### src/rtl/arbiter8way_pkg.sv
// arbiter8way_pkg: shared definitions for the 8-way round-robin arbiter.
//   ARB_N / ARB_IDX_W : requester count and index width
//   arb_state_e       : FSM state encoding (IDLE / GRANT)
//   arb_dbg_t         : debug view of the arbiter's internal state
//   onehot8()         : index -> one-hot helper
package arbiter8way_pkg;

  localparam int ARB_N     = 8;
  localparam int ARB_IDX_W = 3;

  typedef enum logic {
    ARB_IDLE  = 1'b0,
    ARB_GRANT = 1'b1
  } arb_state_e;

  typedef struct packed {
    arb_state_e           state;
    logic [ARB_IDX_W-1:0] ptr;
    logic [7:0]           hold_cnt;
  } arb_dbg_t;

  function automatic logic [ARB_N-1:0] onehot8(input logic [ARB_IDX_W-1:0] idx);
    onehot8 = {{(ARB_N-1){1'b0}}, 1'b1} << idx;
  endfunction

endpackage

### src/rtl/arbiter8way_rr_pick8.sv
// rr_pick8: combinational round-robin priority pick over 8 requesters.
//   req : request vector
//   ptr : index with highest priority; priority falls off ptr, ptr+1, ... (mod 8)
//   any : at least one request present
//   idx : winning index (0 when any=0)
module rr_pick8
  import arbiter8way_pkg::*;
(
  input  logic [ARB_N-1:0]     req,
  input  logic [ARB_IDX_W-1:0] ptr,
  output logic                 any,
  output logic [ARB_IDX_W-1:0] idx
);

  logic [ARB_IDX_W-1:0] cand;

  // Scan from lowest priority to highest so the highest-priority hit
  // is the one left standing.
  always_comb begin
    any  = 1'b0;
    idx  = '0;
    cand = '0;
    for (int k = ARB_N - 1; k >= 0; k--) begin
      cand = ptr + ARB_IDX_W'(k);
      if (req[cand]) begin
        any = 1'b1;
        idx = cand;
      end
    end
  end

endmodule

### src/rtl/arbiter8way.sv
// arbiter8way: round-robin arbiter sharing one resource among 8 requesters.
// Grants are held until the owner asserts done or withdraws its request;
// the next grant is handed over on the same edge, without an idle cycle.
// Optional macro ARB_TIMEOUT_EN adds a forced release after MAX_HOLD cycles.
//   clk     : rising-edge clock
//   reset   : asynchronous active-high reset
//   req     : request vector, bit i = requester i
//   done    : owner finished (only looked at while busy)
//   grant   : registered one-hot grant, zero when idle
//   sel     : registered binary index of the owner (feeds dmux8way/mux8way)
//   busy    : a grant is active
//   timeout : one-cycle pulse after a forced release (0 without ARB_TIMEOUT_EN)
//   dbg_o   : FSM state, priority pointer and hold counter
//
// Handshake: a requester holds req[i] high until it sees grant[i] and keeps
// it high for as long as it wants the resource; it ends ownership by pulsing
// done or by dropping req[i]. The owner loses the grant on the edge that
// samples either event.
module arbiter8way
  import arbiter8way_pkg::*;
#(
  parameter int MAX_HOLD = 16
) (
  input  logic                 clk,
  input  logic                 reset,
  input  logic [ARB_N-1:0]     req,
  input  logic                 done,
  output logic [ARB_N-1:0]     grant,
  output logic [ARB_IDX_W-1:0] sel,
  output logic                 busy,
  output logic                 timeout,
  output arb_dbg_t             dbg_o
);

  if (MAX_HOLD < 2 || MAX_HOLD > 255) begin : g_bad_max_hold
    $error("arbiter8way: MAX_HOLD must be in 2..255");
  end

  arb_state_e           state_q, state_d;
  logic [ARB_N-1:0]     grant_q, grant_d;
  logic [ARB_IDX_W-1:0] sel_q, sel_d;
  logic [ARB_IDX_W-1:0] ptr_q, ptr_d;
  logic                 timeout_q, timeout_d;

  logic                 owner_req;
  logic                 force_rel;
  logic                 release_now;
  logic [ARB_IDX_W-1:0] ptr_next;
  logic [ARB_N-1:0]     pick_req;
  logic [ARB_IDX_W-1:0] pick_ptr;
  logic                 pick_any;
  logic [ARB_IDX_W-1:0] pick_idx;

  assign owner_req   = req[sel_q];
  assign ptr_next    = sel_q + 3'd1;
  assign release_now = (state_q == ARB_GRANT) && (done || !owner_req || force_rel);

  // One picker serves both cases: from IDLE it scans the raw requests from
  // ptr; during GRANT it scans the other requesters from the post-release
  // pointer, so a handover never selects the outgoing owner.
  assign pick_req = (state_q == ARB_GRANT) ? (req & ~onehot8(sel_q)) : req;
  assign pick_ptr = (state_q == ARB_GRANT) ? ptr_next : ptr_q;

  rr_pick8 u_pick (
    .req (pick_req),
    .ptr (pick_ptr),
    .any (pick_any),
    .idx (pick_idx)
  );

`ifdef ARB_TIMEOUT_EN
  logic [7:0] hold_q, hold_d;

  assign force_rel = (hold_q == 8'(MAX_HOLD - 1));

  // Count restarts on every new or renewed grant and stays 0 while idle.
  always_comb begin
    hold_d = hold_q;
    if (state_q == ARB_IDLE || release_now) begin
      hold_d = 8'd0;
    end else if (hold_q != 8'hFF) begin
      hold_d = hold_q + 8'd1;
    end
  end

  always_ff @(posedge clk or posedge reset) begin
    if (reset) begin
      hold_q <= 8'd0;
    end else begin
      hold_q <= hold_d;
    end
  end

  assign dbg_o.hold_cnt = hold_q;
`else
  assign force_rel      = 1'b0;
  assign dbg_o.hold_cnt = 8'd0;
`endif

  always_comb begin
    state_d   = state_q;
    grant_d   = grant_q;
    sel_d     = sel_q;
    ptr_d     = ptr_q;
    timeout_d = 1'b0;
    case (state_q)
      ARB_IDLE: begin
        grant_d = '0;
        sel_d   = '0;
        if (pick_any) begin
          state_d = ARB_GRANT;
          grant_d = onehot8(pick_idx);
          sel_d   = pick_idx;
        end
      end
      ARB_GRANT: begin
        if (release_now) begin
          ptr_d = ptr_next;
          // Only report a timeout when nothing else would have released.
          timeout_d = force_rel && !done && owner_req;
          if (pick_any) begin
            grant_d = onehot8(pick_idx);
            sel_d   = pick_idx;
          end else if (owner_req) begin
            grant_d = onehot8(sel_q);
          end else begin
            state_d = ARB_IDLE;
            grant_d = '0;
            sel_d   = '0;
          end
        end
      end
      default: begin
        state_d = ARB_IDLE;
        grant_d = '0;
        sel_d   = '0;
      end
    endcase
  end

  always_ff @(posedge clk or posedge reset) begin
    if (reset) begin
      state_q   <= ARB_IDLE;
      grant_q   <= '0;
      sel_q     <= '0;
      ptr_q     <= '0;
      timeout_q <= 1'b0;
    end else begin
      state_q   <= state_d;
      grant_q   <= grant_d;
      sel_q     <= sel_d;
      ptr_q     <= ptr_d;
      timeout_q <= timeout_d;
    end
  end

  assign grant       = grant_q;
  assign sel         = sel_q;
  assign busy        = (state_q == ARB_GRANT);
  assign timeout     = timeout_q;
  assign dbg_o.state = state_q;
  assign dbg_o.ptr   = ptr_q;

endmodule

### config.mk
export PLATFORM = sky130hd
export DESIGN_NAME = arbiter8way
export DESIGN_NICKNAME = d
export VERILOG_FILES = /design/src/rtl/arbiter8way_pkg.sv /design/src/rtl/arbiter8way_rr_pick8.sv /design/src/rtl/arbiter8way.sv
export SDC_FILE = /design/constraint.sdc
export NUM_CORES = 1
export LEC_CHECK = 0
export BUFFER_PORTS_ARGS = -buffer_cell sky130_fd_sc_hd__buf_2
export CAP_MARGIN = 30
export CORE_AREA = 3 3 83 85
export CTS_BUF_LIST = sky130_fd_sc_hd__clkbuf_8
export CTS_CLUSTER_SIZE = 25
export DETAILED_ROUTE_END_ITERATION = 10
export DIE_AREA = 0 0 86 88
export SYNTH_ARGS = -nofsm -noshare
export SYNTH_HDL_FRONTEND = slang
export SYNTH_SLANG_ARGS = --single-unit
### constraint.sdc
create_clock -name clk -period 3.9 [get_ports clk]
set_input_delay 0 -clock clk [delete_from_list [all_inputs] [get_ports clk]]
set_output_delay 0 -clock clk [all_outputs]
set_load 0.01 [all_outputs]
==> impl_metrics.env, run 1 <==
export IMPL_ys_types=61
export IMPL_cts_buffer_depth=2
export IMPL_r2r_cells=12
export IMPL_dp_hpwl_mm=4.17
export IMPL_drc_errors=0
export IMPL_root_buffer="clkbuf_8"
export IMPL_synth_edff_count=0
export IMPL_vias=1803
export IMPL_min_path_type="in2reg"
export IMPL_ys_ff_latch=15
export IMPL_die_w_um=86
export IMPL_r2r_start="sel[0]$_DFFE_PP0P_"
export IMPL_gp_congestion=0.883
export IMPL_ys_seq_area_share_pct=20.5
export IMPL_period_needed_ns=3.70
export IMPL_fin_cells=329
export IMPL_max_slew_margin_pct=58.0
export IMPL_max_stage_delay_ns=0.42
export IMPL_path_clk_slew_ns=0.06
export IMPL_arrival_ns=3.89
export IMPL_setup_viol=0
export IMPL_die_h_um=88
export IMPL_avgSynthCellArea_um2=8.27
export IMPL_antenna_cells=0
export IMPL_ys_warn_count=0
export IMPL_crit_buf_inv=1
export IMPL_worstSetupStartpoint="sel[0]$_DFFE_PP0P_"
export IMPL_pin_count=36
export IMPL_path_max_fanout=9
export IMPL_rrSetupSlack_ns=0.20
export IMPL_finalWorstSetupSlack_ns=0.197
export IMPL_clock_sinks=15
export IMPL_place_ws_ns=0.126
export IMPL_routedWlPerCell_um=15.7
export IMPL_cts_tree="done"
export IMPL_core_area_um2=6280
export IMPL_max_freq_ghz=0.270
export IMPL_path_class="reg2reg"
export IMPL_hold_viol=0
export IMPL_final_setup_skew_ns=0.000481
export IMPL_dp_cells=324
export IMPL_tns_ns=0
export IMPL_rsz0062_at_grt="false"
export IMPL_outcome="finished clean"
export IMPL_report_final_slew_viol_count=0
export IMPL_cts_buffers=3
export IMPL_fin_area_um2=2120
export IMPL_path_cells="buf_4, ha_1, ha_1, a21o_2, xnor2_4, o211ai_1, o21a_1, or2_0, a221o_1, a221o_1, or3b_1, a21oi_1"
export IMPL_cp_end_kind="register"
export IMPL_syn_to_final_growth_pct=15.9
export IMPL_syn_inst=221
export IMPL_grt_max_degree=16
export IMPL_antenna_found_initial=0
export IMPL_start_util_pct=29.1
export IMPL_crit_slowest_cell="a221o_1"
export IMPL_worst_pin_slew_ns=0.623
export IMPL_drive_gt1_share_pct=25.0
export IMPL_cp_depth=12
export IMPL_multiInputGateArea_um2=1340
export IMPL_grt_pass1_vias=1750
export IMPL_cp_required_ns=4.08
export IMPL_cap_violations=0
export IMPL_seq_area_um2=375
export IMPL_start_kind="register"
export IMPL_critical_path_top_delay_family="compound AO/OA/AOI/OAI gates"
export IMPL_synth_main_ff_cell="dfrtp_1"
export IMPL_fill_cells=661
export IMPL_period_share_pct=94.9
export IMPL_port_buffers=26
export IMPL_track_usage_pct=13.9
export IMPL_via_per_inst=5.48
export IMPL_dieArea_um2=7570
export IMPL_grt_pass1_wl_mm=8.40
export IMPL_htreeDepth=1
export IMPL_insertion_delay_ns=0.25
export IMPL_dpl_cell_area_um2=2050
export IMPL_wl_mm=5.16
export IMPL_async_reset_ff_share_pct=100
export IMPL_finalNetCount=272
export IMPL_first_iter_violations=148
export IMPL_reg2reg_to="grant[3]$_DFFE_PP0P_"
export IMPL_ant_nets=0
export IMPL_endpoint="grant[3]$_DFFE_PP0P_"
export IMPL_row_count=29
export IMPL_grt_overflow_total=0
export IMPL_dr_pass1_iters=4
export IMPL_synth_area_um2=1830
## registers in the layout (all words and copies together), names as in the netlist
signal / count
ptr_q: 3
sel: 3
grant: 8
busy: 1
## layout make-up
cell class / count / area share (%)
sequential: 15 / 17.7
multi-input combinational: 188 / 63.4
clock inverter: 1 / 0.236
timing repair buffer: 35 / 10.0
clock buffer: 3 / 1.95
inverter: 10 / 2.13
tap: 77 / 4.55
## per-stage QoR
stage	hold slack [ns]	util, %
global route	0.202	33.7
detailed placement	0.0969	32.6
CTS	0.144	33.5
finish	0.155	33.7
global placement	0.0868	32.6
floorplan	-0.0985	-
## worst min-delay path: stages
cell     delay [ns]
buf_2          0.11
a21oi_1        0.13
nand2_1        0.08
nand2_1        0.05
## worst min-delay path by stage
stage                     start  cells past startpoint  slack, ns                    to
after floorplan           reset                      1       -0.1        busy$_DFF_PP0_
after global placement    reset                      2       0.09  ptr_q[1]$_DFFE_PP0P_
after detailed placement  reset                      2        0.1  ptr_q[1]$_DFFE_PP0P_
after CTS                  done                      4       0.14    sel[2]$_DFFE_PP0P_
after global routing       done                      4       0.20    sel[2]$_DFFE_PP0P_
final                      done                      4       0.15    sel[2]$_DFFE_PP0P_
## repair_timing
item / in CTS / in global routing
hold buffers: 1 / 0
gates resized for setup: 0 / 5
endpoints found under the setup margin: 0 / 8
setup buffers: 0 / 0
hold endpoints to repair: 15 / 0
## per-layer routing
metal  up-vias  global-route usage [%]  part of all wire [%]
li1        868                       -                     -
met1       847                    18.2                    45
met2        72                    23.8                    48
met3        16                    1.32                   5.0
met4         0                    4.75                   2.5
met5         -                       0                     0
## cells in the mapped netlist, drive strengths merged, types with 2 or more instances
cell type | n | area (µm²)
a2111oi | 2 | 17.5
a21boi | 3 | 22.5
a21oi | 7 | 35.0
a221o | 2 | 20.0
a22o | 2 | 17.5
a22oi | 6 | 45.0
and3 | 3 | 23.8
buf | 14 | 101
clkbuf | 2 | 7.51
dfrtp | 15 | 375
ha | 8 | 100
inv | 10 | 45.1
mux2 | 4 | 48.8
mux2i | 9 | 97.6
mux4 | 3 | 67.6
nand2 | 19 | 71.3
nand2b | 6 | 37.5
nand3 | 17 | 85.1
nand3b | 3 | 22.5
nand4 | 3 | 18.8
nor2 | 13 | 65.1
nor3 | 3 | 15.0
nor4 | 2 | 12.5
o211ai | 6 | 45.0
o21a | 4 | 30.0
o21ai | 24 | 124
o21bai | 3 | 26.3
o221a | 2 | 22.5
or2 | 5 | 31.3
xnor2 | 5 | 62.6
## cells by family (layout without fill, tap and decap cells)
family / after synthesis / count (layout) / share of synthesized area [%]
fa+ha+maj: 8 / 8 / 5.48
simple gates: 80 / 80 / 23.8
other cells: 1 / 9 / 0.205
flops: 15 / 15 / 20.5
xor+xnor: 5 / 5 / 3.42
compound gates: 70 / 70 / 26.4
mux: 16 / 16 / 11.7
buf+inv: 26 / 49 / 8.42
## cell usage in the layout (no fill, tap or decap), types with 3 or more instances in the layout
master / count
nor2_1: 12
o21ai_0: 13
clkbuf_8: 3
mux2i_1: 6
nand3b_1: 3
conb_1: 9
nor3_1: 3
nand2b_1: 6
or2_2: 3
nand2_1: 19
ha_1: 8
o211ai_1: 6
buf_4: 7
o21a_1: 4
o21ai_1: 10
mux2i_2: 3
buf_2: 26
a22oi_1: 6
xnor2_1: 3
mux4_2: 3
nand3_1: 17
dfrtp_1: 15
nand4_1: 3
inv_1: 8
mux2_2: 3
a21oi_1: 7
Power of run 1 is left out: the tool's default activity adds up to more than one toggle a clock period on the data nets, which glitch-free logic cannot reach.
==> run 2, diff against run 1 <==
CORE_AREA = 3 3 61 63   (was 3 3 83 85)
DIE_AREA = 0 0 64 66   (was 0 0 86 88)
PLACE_DENSITY = 0.8   (was unset)
==> impl_metrics.env, run 2 (synthesis gave the netlist of run 1 again) <==
export IMPL_tns_ns=0
export IMPL_die_w_um=64
export IMPL_whs_ns=0.151
export IMPL_row_count=21
export IMPL_cts_tree="done"
export IMPL_grt_overflow_total=0
export IMPL_path_clk_slew_ns=0.07
export IMPL_cts_setup_buffers=0
export IMPL_antenna_found_initial=0
export IMPL_drc_errors=0
export IMPL_mostFrequentLayoutCells="buf_2 (26), nand2_1 (19), nand3_1 (17)"
export IMPL_min_path_type="in2reg"
export IMPL_grt_pass1_wl_mm=8.22
export IMPL_ant_nets=0
export IMPL_r2r_start="sel[0]$_DFFE_PP0P_"
export IMPL_port_buffers=26
export IMPL_setup_viol=0
export IMPL_routedWlPerCell_um=17.0
export IMPL_wl_mm=5.06
export IMPL_syn_to_final_growth_pct=12.6
export IMPL_worstSetupStartpoint="sel[0]$_DFFE_PP0P_"
export IMPL_path_cells="buf_4, ha_1, ha_1, a21boi_0, o21ai_1, and3_4, o21bai_2, mux2i_2, inv_1, a221o_1, a221o_1, or3b_1, a21oi_1"
export IMPL_dp_hpwl_mm=3.98
export IMPL_cap_violations=0
export IMPL_clock_sinks=15
export IMPL_track_usage_pct=24.5
export IMPL_layout_commonest_cell="buf_2"
export IMPL_die_h_um=66
export IMPL_gp_congestion=1.04
export IMPL_largest_reg_flops=8
export IMPL_first_iter_violations=198
export IMPL_drive_gt1_share_pct=24.2
export IMPL_cts_buffers=3
export IMPL_core_area_um2=3280
export IMPL_crit_buf_inv=2
export IMPL_rsz0062_at_grt="false"
export IMPL_outcome="finished clean"
export IMPL_fill_cells=288
export IMPL_vias=1881
export IMPL_antenna_cells=0
export IMPL_start_util_pct=55.6
export IMPL_grt_pass1_vias=1717
export IMPL_htreeDepth=1
export IMPL_max_stage_delay_ns=0.42
export IMPL_grt_max_degree=16
export IMPL_insertion_delay_ns=0.25
export IMPL_period_share_pct=95.3
export IMPL_dr_pass1_iters=8
export IMPL_crit_slowest_cell="a221o_1"
export IMPL_root_buffer="clkbuf_8"
export IMPL_critical_path_top_delay_family="compound AO/OA/AOI/OAI gates"
export IMPL_max_slew_margin_pct=61.5
export IMPL_start_kind="register"
export IMPL_arrival_ns=3.88
export IMPL_cp_end_kind="register"
export IMPL_finalNetCount=272
export IMPL_via_per_inst=6.31
export IMPL_path_max_fanout=9
export IMPL_dieArea_um2=4220
export IMPL_report_final_slew_viol_count=0
export IMPL_finalCoreUtilization_pct=62.6
export IMPL_min_from="done"
export IMPL_path_class="reg2reg"
export IMPL_hold_viol=0
export IMPL_cts_buffer_depth=2
export IMPL_pin_count=36
export IMPL_final_setup_skew_ns=0.00664
export IMPL_cp_required_ns=4.07
export IMPL_max_freq_ghz=0.269
export IMPL_worst_pin_slew_ns=0.572
export IMPL_period_needed_ns=3.71
## run 2: cell types whose count changed in the layout (fill, tap and decap cells not counted), sizes merged
cell	delta
clkinv	-1
inv	+1
## run 2: stage by stage
step	instance area [µm²]	instances	setup WS, ns
final	2060	298	0.185
after global placement	2000	293	0.251
after detailed placement	2000	293	0.194
after floorplan	1860	229	0.214
after global routing	2060	298	0.0480
after CTS	2050	298	0.145
## run 2: cell type report
type	instances	area, µm²	share of cell area [%]
multi-input combinational	188	1330	64.8
sequential	15	375	18.2
timing repair buffer	35	200	9.73
tap	46	57.6	2.80
inverter	10	45.0	2.19
clock buffer	3	41.3	2.01
clock inverter	1	3.75	0.182
## run 2: path summary, 6_finish.rpt
check	endpoint	slack, ns	depth (start not counted)
setup / recovery	grant[3]$_DFFE_PP0P_	0.19	13
hold reg to reg	grant[4]$_DFFE_PP0P_	0.52	2
setup reg to reg	grant[3]$_DFFE_PP0P_	0.19	13
min in group asynchronous	sel[2]$_DFFE_PP0P_	0.34	3
hold / removal	sel[2]$_DFFE_PP0P_	0.15	4
max in group asynchronous	grant[0]$_DFFE_PP0P_	3.19	3
## run 2: routing by layer
layer	vias up	wire length, µm	part of all wire (%)	global-route usage (%)
met5	-	0	0	0
met4	0	79	1.6	5.93
met3	19	606	12	3.91
met2	131	2220	44	38.8
met1	854	2150	42	34.6
li1	877	-	-	-
## run 2: repair_timing
action | 4_1_cts | 5_1_grt
setup endpoints to repair | 0 | 3
resized for setup | 0 | 3
hold endpoints to repair | 15 | 0
hold buffers | 1 | 0
## run 2: worst register-to-register path, delay by kind of cell (launching register included)
| kind | cells | cell delay (ns) |
|---|---|---|
| buf+inv | 2 | 0.28 |
| compound gates | 6 | 1.60 |
| simple gates | 2 | 0.61 |
| fa+ha+maj | 2 | 0.44 |
| mux | 1 | 0.32 |
| flops | 1 | 0.37 |
Power of run 2 is left out for the same reason.
